## config.mk

```make
export PLATFORM = sky130hd
export DESIGN_NAME = segment_decoder
export DESIGN_NICKNAME = d
export VERILOG_FILES = /design/src/rtl/segment_decoder_pkg.sv /design/src/rtl/segment_decoder_seg7_to_bcd.sv /design/src/rtl/segment_decoder.sv
export SDC_FILE = /design/constraint.sdc
export NUM_CORES = 1
export LEC_CHECK = 0
export CORE_MARGIN = 4
export CORE_UTILIZATION = 42
export CTS_CLUSTER_SIZE = 20
export DETAILED_ROUTE_END_ITERATION = 8
export HOLD_SLACK_MARGIN = 0.02
export PLACE_DENSITY = 0.67
export SETUP_SLACK_MARGIN = 0.15
export SYNTH_ARGS = -nofsm -noshare
export SYNTH_HDL_FRONTEND = slang
export SYNTH_HIERARCHICAL = 1
export SYNTH_SLANG_ARGS = --single-unit
```

## constraint.sdc

```tcl
create_clock -name clk -period 4.1 [get_ports clk]
set_input_delay 1.025 -clock clk [delete_from_list [all_inputs] [get_ports clk]]
set_output_delay 1.025 -clock clk [all_outputs]
set_load 0.02 [all_outputs]
```

## src/rtl/segment_decoder_pkg.sv

```systemverilog
// Shared 7-segment pattern table (active-low {a,b,c,d,e,f,g}) and decoder types.
// Used by the display driver and by segment_decoder so both ends agree on one encoding.
package segment_decoder_pkg;

  localparam logic [6:0] SEG_0     = 7'b0000001;
  localparam logic [6:0] SEG_1     = 7'b1001111;
  localparam logic [6:0] SEG_2     = 7'b0010010;
  localparam logic [6:0] SEG_3     = 7'b0000110;
  localparam logic [6:0] SEG_4     = 7'b1001100;
  localparam logic [6:0] SEG_5     = 7'b0100100;
  localparam logic [6:0] SEG_6     = 7'b0100000;
  localparam logic [6:0] SEG_7     = 7'b0001111;
  localparam logic [6:0] SEG_8     = 7'b0000000;
  localparam logic [6:0] SEG_9     = 7'b0000100;
  localparam logic [6:0] SEG_A     = 7'b0001000;
  localparam logic [6:0] SEG_B     = 7'b1100000;
  localparam logic [6:0] SEG_C     = 7'b0110001;
  localparam logic [6:0] SEG_D     = 7'b1000010;
  localparam logic [6:0] SEG_E     = 7'b0110000;
  localparam logic [6:0] SEG_F     = 7'b0111000;
  localparam logic [6:0] SEG_BLANK = 7'b1111111;

  localparam logic [3:0] INVALID_CODE = 4'hF;

  typedef enum logic {
    ST_WAIT = 1'b0,
    ST_HOLD = 1'b1
  } state_e;

  typedef struct packed {
    logic       invalid;
    logic [3:0] val;
  } seg_dec_t;

endpackage

```

## src/rtl/segment_decoder_seg7_to_bcd.sv

```systemverilog
// Combinational 7-segment pattern -> digit value decoder.
// Define SEG_HEX_EN to also accept the hex letter patterns A..F.
module seg7_to_bcd
  import segment_decoder_pkg::*;
(
  input  logic [6:0] seg,
  output logic [3:0] val,
  output logic       invalid
);

  seg_dec_t dec;

  // Unknown patterns fall through to the invalid code with the flag raised.
  always_comb begin
    dec = '{invalid: 1'b1, val: INVALID_CODE};
    case (seg)
      SEG_0: dec = '{invalid: 1'b0, val: 4'h0};
      SEG_1: dec = '{invalid: 1'b0, val: 4'h1};
      SEG_2: dec = '{invalid: 1'b0, val: 4'h2};
      SEG_3: dec = '{invalid: 1'b0, val: 4'h3};
      SEG_4: dec = '{invalid: 1'b0, val: 4'h4};
      SEG_5: dec = '{invalid: 1'b0, val: 4'h5};
      SEG_6: dec = '{invalid: 1'b0, val: 4'h6};
      SEG_7: dec = '{invalid: 1'b0, val: 4'h7};
      SEG_8: dec = '{invalid: 1'b0, val: 4'h8};
      SEG_9: dec = '{invalid: 1'b0, val: 4'h9};
`ifdef SEG_HEX_EN
      SEG_A: dec = '{invalid: 1'b0, val: 4'hA};
      SEG_B: dec = '{invalid: 1'b0, val: 4'hB};
      SEG_C: dec = '{invalid: 1'b0, val: 4'hC};
      SEG_D: dec = '{invalid: 1'b0, val: 4'hD};
      SEG_E: dec = '{invalid: 1'b0, val: 4'hE};
      SEG_F: dec = '{invalid: 1'b0, val: 4'hF};
`endif
      default: ;
    endcase
  end

  assign val     = dec.val;
  assign invalid = dec.invalid;

endmodule

```

## src/rtl/segment_decoder.sv

```systemverilog
// Snoops a multiplexed active-low seg/an bus, waits for each pattern to settle and
// decodes it back into one digit per anode slot. SEG_HEX_EN enables hex letter decode.
module segment_decoder
  import segment_decoder_pkg::*;
#(
  parameter int DIGITS        = 4,
  parameter int STABLE_CYCLES = 16,
  parameter int CNT_W         = 8
) (
  input  logic                  clk,
  input  logic                  clr_n,
  input  logic [6:0]            seg_in,
  input  logic [DIGITS-1:0]     an_in,
  output logic [4*DIGITS-1:0]   digits_out,
  output logic [DIGITS-1:0]     digit_valid,
  output logic                  frame_valid,
  output logic                  capture,
  output logic                  invalid_pat,
  output logic                  multi_an
);

  localparam int              BUS_W    = DIGITS + 7;
  localparam logic [CNT_W-1:0] CNT_LAST = CNT_W'(STABLE_CYCLES - 1);

  logic [BUS_W-1:0]    sync1_q, sync1_d;
  logic [BUS_W-1:0]    sync2_q, sync2_d;
  logic [BUS_W-1:0]    prev_q, prev_d;
  logic [CNT_W-1:0]    cnt_q, cnt_d;
  state_e              state_q, state_d;
  logic [4*DIGITS-1:0] digits_q, digits_d;
  logic [DIGITS-1:0]   valid_q, valid_d;
  logic                capture_q, capture_d;
  logic                invalid_q, invalid_d;
  logic                multi_q, multi_d;

  logic                act;
  logic                bus_changed;
  logic [6:0]          seg_s;
  logic [DIGITS-1:0]   an_low;
  logic                none_low;
  logic                one_low;
  logic [3:0]          dec_val;
  logic                dec_invalid;

  assign seg_s       = sync2_q[6:0];
  assign an_low      = ~sync2_q[BUS_W-1:7];
  assign bus_changed = (sync2_q != prev_q);
  assign none_low    = (an_low == '0);
  // Power-of-two test: clearing the lowest set bit leaves nothing when exactly one is low.
  assign one_low     = !none_low && ((an_low & (an_low - DIGITS'(1))) == '0);

  seg7_to_bcd u_seg7_to_bcd (
    .seg     (seg_s),
    .val     (dec_val),
    .invalid (dec_invalid)
  );

  // Settle detector: one action per window of STABLE_CYCLES unchanged comparisons.
  always_comb begin
    sync1_d = {an_in, seg_in};
    sync2_d = sync1_q;
    prev_d  = sync2_q;
    cnt_d   = cnt_q;
    state_d = state_q;
    act     = 1'b0;
    case (state_q)
      ST_WAIT: begin
        if (bus_changed) begin
          cnt_d = '0;
        end else if (cnt_q == CNT_LAST) begin
          act     = 1'b1;
          state_d = ST_HOLD;
        end else begin
          cnt_d = cnt_q + CNT_W'(1);
        end
      end
      ST_HOLD: begin
        if (bus_changed) begin
          cnt_d   = '0;
          state_d = ST_WAIT;
        end
      end
      default: state_d = ST_WAIT;
    endcase
  end

  always_comb begin
    digits_d  = digits_q;
    valid_d   = valid_q;
    capture_d = 1'b0;
    invalid_d = 1'b0;
    multi_d   = 1'b0;
    if (act) begin
      if (one_low) begin
        capture_d = 1'b1;
        invalid_d = dec_invalid;
        for (int i = 0; i < DIGITS; i++) begin
          if (an_low[i]) begin
            digits_d[4*i +: 4] = dec_val;
            valid_d[i]         = 1'b1;
          end
        end
      end else if (!none_low) begin
        multi_d = 1'b1;
      end
    end
  end

  // Reset loads a blank bus into the synchroniser so a blank display never captures.
  always_ff @(posedge clk) begin
    if (!clr_n) begin
      sync1_q   <= '1;
      sync2_q   <= '1;
      prev_q    <= '1;
      cnt_q     <= '0;
      state_q   <= ST_WAIT;
      digits_q  <= '0;
      valid_q   <= '0;
      capture_q <= 1'b0;
      invalid_q <= 1'b0;
      multi_q   <= 1'b0;
    end else begin
      sync1_q   <= sync1_d;
      sync2_q   <= sync2_d;
      prev_q    <= prev_d;
      cnt_q     <= cnt_d;
      state_q   <= state_d;
      digits_q  <= digits_d;
      valid_q   <= valid_d;
      capture_q <= capture_d;
      invalid_q <= invalid_d;
      multi_q   <= multi_d;
    end
  end

  assign digits_out  = digits_q;
  assign digit_valid = valid_q;
  assign frame_valid = &valid_q;
  assign capture     = capture_q;
  assign invalid_pat = invalid_q;
  assign multi_an    = multi_q;

endmodule
```

==> results.json, run 1 <==
{
  "placed_cells": 355,
  "setup_buffers_after_cts": 0,
  "worst-endpoint-required_ns": 3.07,
  "timing_hold_violations_final": 0,
  "clk_pin_slew_worst_paths_ns": 0.07,
  "final.period_utilization": 0.6534,
  "cp.arrival_ns": 1.65,
  "multi_input_comb_area_um2": 1209,
  "critPathTopFamily": "buffers and inverters",
  "postCtsResizedCells": 0,
  "htree_levels": 3,
  "total_leakage_power_nw": 1.249,
  "detailedRoute.firstPassIterationCount": 4,
  "synth_top_area_cell": "dfxtp_1",
  "clock_skew_ns": 0.005045,
  "finalSetupViolations": 0,
  "top_reg_cell_synth": "dfxtp_1",
  "ioPinCount": 37,
  "nNetsFinal": 305,
  "tritoncts": "yes",
  "die-height_um": 86.57,
  "timing.critical_path.fanout_max": 2,
  "fp.coreArea_um2": 5956,
  "worstSkewPairLatency_ns": 0.33,
  "path_buf_inv": 2,
  "ys.warnings.count": 6,
  "critical_path.startpoint_type": "flop",
  "cts_buffers": 9,
  "antenna_found_initial": 0,
  "synth.most_common_cell": "dfxtp_1",
  "design_area_um2": 3196,
  "ant_diodes": 0,
  "finalWorstPathRequiredPeriod_ns": 2.679,
  "min_setup_slack_post_route_ns": 1.421,
  "vias_in_the_first_global_route": 1727,
  "syn_avg_cell_area_um2": 10.13,
  "max_slew_headroom": 0.6480,
  "cts_root_buffer": "clkbuf_8",
  "synth.top_cell.area_share": 0.5019,
  "fill_cells": 551,
  "synth_fp_nets": 270,
  "routed-via-count": 1814,
  "slowest_stage": "clkdlybuf4s50_1",
  "hp-class": "flop to flop",
  "drc_errors": 0,
  "post-place-ws_ns": 1.734,
  "finalWeightedCongestion": 0.7802,
  "cts.path.max_buffers": 2,
  "global_route_wire_length_before_repair_um": 7714,
  "synth.ff_latch_count": 65,
  "synthToLayoutAreaGrowth_pct": 23.26,
  "grt_util_all_layers": 0.1316,
  "post_placement_cell_area_um2": 2985,
  "postRouteAntennaNets": 0,
  "drt-vias-per-instance": 4.889,
  "initial_util": 0.4353,
  "port_buffers": 36,
  "end_kind": "output port",
  "detail_route.iter0.violations": 52,
  "synth_cells": 256,
  "synthDistinctLibCells": 46,
  "core.rowCount": 28,
  "fin_setup_tns_ns": 0,
  "area.sequential_um2": 1301,
  "cts_hold_buf": 0,
  "critical_path_class": "flop to output port",
  "outcome": "finished clean",
  "post_drt_wl_per_cell_um": 12.01,
  "final_layout_size_suffix_gt1_frac": 0.09459,
  "detail_route.wirelength_um": 4454,
  "drv.max_cap_violation_count": 0,
  "dp_hpwl_um": 3085,
  "fin_cells": 371,
  "synth_area_leaders": "dfxtp_1, nand2b_1, mux2i_1",
  "grt_setup_unrepaired": "no",
  "fmaxAchievable_mhz": 373.3,
  "worst-slew-pin-transition_ns": 0.5147,
  "async_flop_share": 0,
  "timing.critical_path.cells": "inv_1, nor4_1, clkdlybuf4s50_1",
  "number_of_clock_sinks_seen_by_cts": 65,
  "synth.cells.most_frequent": "dfxtp_1, nand2b_1, nand2_1",
  "post_synth_instance_area_um2": 2592,
  "synth_enable_flop_cells": 0,
  "power_density_nw_per_um2": 403.1,
  "grt_start_max_net_pins": 58,
  "synth_seq_area_share": 0.5019,
  "die_width_um": 86.57,
  "overflow": 0,
  "cpPeakStageDelay_ns": 0.66,
  "finalMaxSlewViolations": 0,
  "peakVddDrop_mv": 0.2098,
  "die_area_um2": 7494
}
-- where the power goes --
part           leakage (nW)  internal [mW]  total [mW]  switching, mW
clock network         0.106          0.339       0.565          0.226
logic                 0.613         0.0323      0.0652         0.0329
registers             0.530          0.645       0.658         0.0126
total                  1.25           1.02        1.29          0.272
-- layer usage --
metal / global-route usage / up-vias / share of wire / routed length (µm)
met5: 0 / - / 0 / 0
met4: 0.06657 / 0 / 0.012 / 55
met3: 0.03517 / 6 / 0.049 / 220
met2: 0.2177 / 30 / 0.48 / 2146
met1: 0.1565 / 839 / 0.46 / 2032
li1: - / 939 / - / -
-- final cells by class --
type | count | share of cell area
sequential | 65 | 0.4072
multi-input combinational | 173 | 0.3782
timing repair buffer | 37 | 0.1135
clock buffer | 10 | 0.03994
tap | 75 | 0.02937
clock inverter | 6 | 0.02584
inverter | 5 | 0.005873
-- kinds of logic after synthesis --
kind of cell / count (synthesis) / synth area share
adders and majority gates: 2 / 0.008687
muxes: 17 / 0.06564
and+or+nand+nor: 114 / 0.2727
xor gates and xnor gates: 18 / 0.06081
AOI/OAI and AO/OA: 22 / 0.05840
DFF: 65 / 0.5019
buffers and inverters: 18 / 0.03185
-- sequential cells by signal (all words and copies together) (netlist names) --
register,cells
capture,1
cnt_q,8
digit_valid,4
digits_out,16
invalid_pat,1
multi_an,1
prev_d,11
prev_q,11
state_q,1
sync1_q,11
-- per-stage QoR --
step / util / hold slack [ns] / total power, mW
after floorplan: - / 0.3863 / 0.7185
after global placement: 0.5013 / 0.3873 / 0.7366
after detailed placement: 0.5013 / 0.3917 / 0.7385
after CTS: 0.5366 / 0.4070 / 1.306
after global routing: 0.5366 / 0.4263 / 1.351
final: 0.5366 / 0.4060 / 1.288
-- cell usage in the layout (no fill, tap or decap), drive strengths merged, types with 3 or more instances in the layout --
cell and count:
a21boi 4, a21oi 8, clkbuf 10, clkdlybuf4s50 35, clkinv 3, dfxtp 65
inv 5, mux2i 17, nand2 25, nand2b 36, nand3 3, nand4 6
nand4b 3, nor2 13, nor3 7, nor4 6, or3 3, xnor2 7
xor2 11
-- worst paths after layout --
path                       endpoint  depth (start not counted)  slack, ns                        start
max reg2reg  invalid_pat$_SDFF_PN0_                          4       2.09         prev_d[1]$_SDFF_PN1_
max                     frame_valid                          3       1.42  digit_valid[3]$_SDFFE_PN0P_
min reg2reg    prev_d[3]$_SDFF_PN1_                          1       0.41        sync1_q[3]$_SDFF_PN1_
min            prev_d[3]$_SDFF_PN1_                          1       0.41        sync1_q[3]$_SDFF_PN1_
Power figures use the tool's default switching activity.
==> inputs of run 2 (changes only) <==
--- a/config.mk
+++ b/config.mk
@@ -10,7 +10,7 @@
 export CTS_CLUSTER_SIZE = 20
 export DETAILED_ROUTE_END_ITERATION = 8
 export HOLD_SLACK_MARGIN = 0.02
-export PLACE_DENSITY = 0.67
+export PLACE_DENSITY = 0.7
 export SETUP_SLACK_MARGIN = 0.15
 export SYNTH_ARGS = -nofsm -noshare
 export SYNTH_HDL_FRONTEND = slang
==> constraint.sdc (replaced) <==
create_clock -name clk -period 2.45 [get_ports clk]
set_input_delay 0.6125 -clock clk [delete_from_list [all_inputs] [get_ports clk]]
set_output_delay 0.6125 -clock clk [all_outputs]
set_load 0.02 [all_outputs]
==> results.json, run 2 (same netlist as run 1, synthesis figures left out) <==
{
  "fin_cells": 370,
  "finalSetupViolations": 0,
  "ant_diodes": 0,
  "total_leakage_power_nw": 1.240,
  "detail_route.iter0.violations": 169,
  "area.sequential_um2": 1301,
  "synthToLayoutAreaGrowth_pct": 21.09,
  "drv.max_cap_violation_count": 0,
  "critPathTopFamily": "buffers and inverters",
  "vias_in_the_first_global_route": 1640,
  "power.share.sequential": 0.579,
  "power.clock.fraction": 0.363,
  "path_buf_inv": 1,
  "tritoncts": "yes",
  "post_drt_wl_per_cell_um": 11.83,
  "fin_setup_tns_ns": 0,
  "fp.coreArea_um2": 5956,
  "dp_hpwl_um": 3019,
  "setup.reg_to_reg.worst_slack_ns": 0.63,
  "rr_endpoint": "digits_out[8]$_SDFFE_PN0P_",
  "timing.critical_path.fanout_max": 2,
  "initial_util": 0.4353,
  "die_width_um": 86.57,
  "report.power.total_mw": 1.902,
  "final_layout_size_suffix_gt1_frac": 0.08136,
  "drc_errors": 0,
  "reg2reg_depth": 5,
  "hold_path_startpoint": "sync1_q[5]$_SDFF_PN1_",
  "cts_buffers": 9,
  "design_area_um2": 3139,
  "routed-via-count": 1820,
  "detail_route.wirelength_um": 4376,
  "multi_input_comb_area_um2": 1209,
  "final_common_cell": "dfxtp_1",
  "max_reg_flops": 16,
  "timing.critical_path.cells": "clkdlybuf4s50_1",
  "hp-class": "flop to flop",
  "number_of_clock_sinks_seen_by_cts": 65,
  "power_density_nw_per_um2": 605.8,
  "end_point_of_the_worst_hold_path": "prev_d[5]$_SDFF_PN1_",
  "final_cell_mix": "dfxtp_1, nand2b_1, clkdlybuf4s50_1, nand2_1, mux2i_1",
  "placed_cells": 356,
  "worst-slew-pin-transition_ns": 0.4917,
  "htree_levels": 3,
  "cpPeakStageDelay_ns": 0.61,
  "antenna_found_initial": 0,
  "slowest_stage": "clkdlybuf4s50_1",
  "fill_cells": 548,
  "critical_path.startpoint_type": "flop",
  "max_slew_headroom": 0.6638,
  "peakVddDrop_mv": 0.3500,
  "end_kind": "output port",
  "die_area_um2": 7494,
  "grt_start_max_net_pins": 32,
  "grt_setup_unrepaired": "no",
  "ioPinCount": 37,
  "nNetsFinal": 306,
  "clock_skew_ns": 0.006151,
  "worst-endpoint-required_ns": 1.84,
  "outcome": "finished clean",
  "intPower_mw": 1.491,
  "clk_pin_slew_worst_paths_ns": 0.06,
  "overflow": 0,
  "finalWeightedCongestion": 0.8295,
  "cts_root_buffer": "clkbuf_8",
  "drt-vias-per-instance": 4.919,
  "finalMaxSlewViolations": 0,
  "die-height_um": 86.57,
  "cp.arrival_ns": 1.27,
  "cts_hold_buf": 0,
  "setup_buffers_after_cts": 0,
  "detailedRoute.firstPassIterationCount": 4,
  "fmaxAchievable_mhz": 532.5,
  "postRouteAntennaNets": 0,
  "critical_path_class": "flop to output port",
  "cts.path.max_buffers": 2,
  "worstSetupStartpoint": "digits_out[0]$_SDFFE_PN0P_",
  "final.period_utilization": 0.7665,
  "grt_util_all_layers": 0.1252,
  "post_placement_cell_area_um2": 2993,
  "worstSkewPairLatency_ns": 0.32,
  "p_sw_frac": 0.2160,
  "rr_startpoint": "cnt_q[0]$_SDFFE_PN0P_",
  "power.switching_mw": 0.4108,
  "timing_hold_violations_final": 0,
  "finalWorstPathRequiredPeriod_ns": 1.878,
  "global_route_wire_length_before_repair_um": 7300,
  "whs_path_depth": 1,
  "power_frac_comb": 0.058,
  "core.rowCount": 28,
  "port_buffers": 36
}
run 2: what timing repair did:
item | in CTS | in global routing
endpoints found under the hold margin | 0 | 0
gates resized for setup | 0 | 1
setup endpoints to repair | 0 | 1
run 2: area by class of cell:
class	count	share of cell area
Timing Repair Buffer	38	0.1188
Clock inverter	1	0.001594
Tap cell	75	0.02989
Multi-Input combinational cell	173	0.3850
Sequential cell	65	0.4145
Clock buffer	13	0.04424
Inverter	5	0.005978
run 2: routing by layer:
layer,vias to the layer above,track usage,wire length [µm]
met5,-,0,0
met4,0,0.07365,74
met3,8,0.03992,281
met2,52,0.1905,1976
met1,820,0.1550,2044
li1,940,-,-
run 2: how the worst max path moves through the flow:
stage | to | slack, ns | cells after the start
4_1_cts | frame_valid | 0.21 | 3
3_3_place_gp | frame_valid | 0.59 | 3
6_report | digits_out[0] | 0.57 | 1
5_1_grt | frame_valid | 0.51 | 3
2_1_floorplan | frame_valid | 0.61 | 2
3_5_place_dp | frame_valid | 0.57 | 3
run 2: power by group through the flow:
| stage | sequential, mW | combinational, mW | clock [mW] |
|---|---|---|---|
| 5_1_grt | 1.10 | 0.123 | 0.768 |
| 3_3_place_gp | 1.12 | 0.109 | 0 |
| 2_1_floorplan | 1.11 | 0.0888 | 0 |
| 6_report | 1.10 | 0.110 | 0.690 |
| 3_5_place_dp | 1.12 | 0.112 | 0 |
| 4_1_cts | 1.10 | 0.112 | 0.722 |
run 2: stage by stage:
stage / utilization / hold slack [ns] / setup WS, ns
floorplan: - / 0.3863 / 0.6081
global placement: 0.5025 / 0.3882 / 0.5884
detailed placement: 0.5025 / 0.3925 / 0.5728
CTS: 0.5267 / 0.4072 / 0.2137
global route: 0.5271 / 0.4171 / 0.5080
finish: 0.5271 / 0.4053 / 0.5720
==> inputs of run 3 (changes only) <==
==> constraint.sdc (replaced) <==
create_clock -name clk -period 1.7 [get_ports clk]
set_input_delay 0.425 -clock clk [delete_from_list [all_inputs] [get_ports clk]]
set_output_delay 0.425 -clock clk [all_outputs]
set_load 0.02 [all_outputs]
==> results.json, run 3 (same netlist as run 1, synthesis figures left out) <==
{
  "outcome": "finished clean",
  "synthToLayoutAreaGrowth_pct": 38.90,
  "port_buffers": 36,
  "worst-endpoint-required_ns": 1.27,
  "worstSkewPairLatency_ns": 0.34,
  "finalWorstPathRequiredPeriod_ns": 1.563,
  "finalSetupViolations": 0,
  "final_cell_mix": "dfxtp_1, nand2b_1, buf_4, dlygate4sd2_1, nand2_1",
  "multi_input_comb_area_um2": 1374,
  "cts.path.max_buffers": 2,
  "max_reg_flops": 16,
  "area.sequential_um2": 1335,
  "cts_buffers": 9,
  "post_drt_wl_per_cell_um": 12.78,
  "dp_hpwl_um": 3235,
  "clk_pin_slew_worst_paths_ns": 0.07,
  "globalRouteMet1Util": 0.1694,
  "total_leakage_power_nw": 1.569,
  "fin_hold_ws_ns": 0.3937,
  "min_setup_slack_post_route_ns": 0.1370,
  "nNetsFinal": 335,
  "critical_path_class": "flop to output port",
  "worst-slew-pin-transition_ns": 0.4707,
  "final_common_cell": "dfxtp_1",
  "fin_cells": 401,
  "detailedRoute.firstPassIterationCount": 6,
  "final_layout_size_suffix_gt1_frac": 0.2822,
  "setup.reg_to_reg.worst_slack_ns": 0.17,
  "drv.max_cap_violation_count": 0,
  "groute.layer.met3.usage": 0.05133,
  "core.rowCount": 28,
  "finalMaxSlewViolations": 0,
  "initial_util": 0.4353,
  "final.period_utilization": 0.9194,
  "die-height_um": 86.57,
  "end_kind": "output port",
  "clock_skew_ns": 0.01049,
  "antenna_found_initial": 0,
  "finalWeightedCongestion": 0.7968,
  "cts_hold_buf": 0,
  "vias_in_the_first_global_route": 1780,
  "grt_util_all_layers": 0.1430,
  "fp.coreArea_um2": 5956,
  "number_of_clock_sinks_seen_by_cts": 65,
  "cts_root_buffer": "clkbuf_8",
  "max_slew_headroom": 0.6852,
  "ant_diodes": 0,
  "overflow": 0,
  "fill_cells": 523,
  "detail_route.wirelength_um": 5126,
  "detail_route.iter0.violations": 82,
  "postRouteAntennaNets": 0,
  "routed-via-count": 1949,
  "grt_setup_unrepaired": "yes",
  "global_route_wire_length_before_repair_um": 8217,
  "power_density_nw_per_um2": 852.2,
  "htree_levels": 3,
  "ioPinCount": 37,
  "drt-vias-per-instance": 4.860,
  "post-place-ws_ns": -0.03073,
  "die_area_um2": 7494,
  "timing_hold_violations_final": 0,
  "hp-class": "flop to flop",
  "cp.arrival_ns": 1.14,
  "timing.critical_path.fanout_max": 2,
  "die_width_um": 86.57,
  "critical_path.startpoint_type": "flop",
  "fmaxAchievable_mhz": 639.8,
  "peakVddDrop_mv": 0.6542,
  "grt.met2_usage": 0.2239,
  "drc_errors": 0,
  "globalRoute.busiestLayer": "met2",
  "placed_cells": 368,
  "tritoncts": "yes",
  "grt_start_max_net_pins": 23
}
-- run 3: cell count changes in the layout (fill, tap and decap cells not counted), sizes merged --
cell	change
bufinv	+1
dlygate4sd2	+23
clkdlybuf4s50	-23
dlymetal6s2s	-1
clkinv	+1
buf	+30
-- run 3: report_power, final --
group	leakage, nW	internal, mW	total, mW	switching [mW]
registers	0.531	1.55	1.58	0.0272
clock network	0.0974	0.714	1.24	0.529
logic	0.940	0.129	0.247	0.118
total	1.57	2.40	3.07	0.674
-- run 3: final cells by class --
cell class,count,share of cell area
multi-input cells,173,0.3815
flip-flops and latches,65,0.3707
repair buffers,67,0.1640
clock buffers,13,0.04135
well taps,75,0.02606
clock inverters,3,0.01112
inverters,5,0.005212
-- run 3: metrics by stage --
stage	instance area (µm²)	utilization	TNS, ns	total power [mW]
global placement	3114	0.5229	0	1.797
global route	3601	0.6046	0	3.213
floorplan	2599	-	0	1.733
finish	3601	0.6046	0	3.069
CTS	3372	0.5662	0	3.065
detailed placement	3114	0.5229	-0.03073	1.801
-- run 3: timing repair --
item                                    4_1_cts  5_1_grt
pin swaps                                     5       15
endpoints found under the setup margin       56       33
setup buffers                                 6       10
resized for setup                            46       39
endpoints found under the hold margin         0        0
cloned                                        0        1
-- run 3: path summary, 6_finish.rpt --
check                                    from                           to  cells after the start
setup / recovery  digit_valid[0]$_SDFFE_PN0P_                  frame_valid                      3
hold / removal          sync1_q[5]$_SDFF_PN1_         prev_d[5]$_SDFF_PN1_                      1
setup reg to reg        cnt_q[1]$_SDFFE_PN0P_  digits_out[11]$_SDFFE_PN0P_                      5
hold reg to reg         sync1_q[5]$_SDFF_PN1_         prev_d[5]$_SDFF_PN1_                      1
-- run 3: per-layer routing --
layer	wire length, µm	part of all wire	up-vias
li1	-	-	1006
met3	280	0.055	11
met5	0	0	-
met2	2510	0.49	45
met1	2239	0.44	887
met4	95	0.019	0
-- run 3: critical path, cell delays in order, from the launching register on --
cell     delay [ns]
dfxtp_2        0.33
inv_2          0.05
nor4_4         0.25
buf_4          0.18
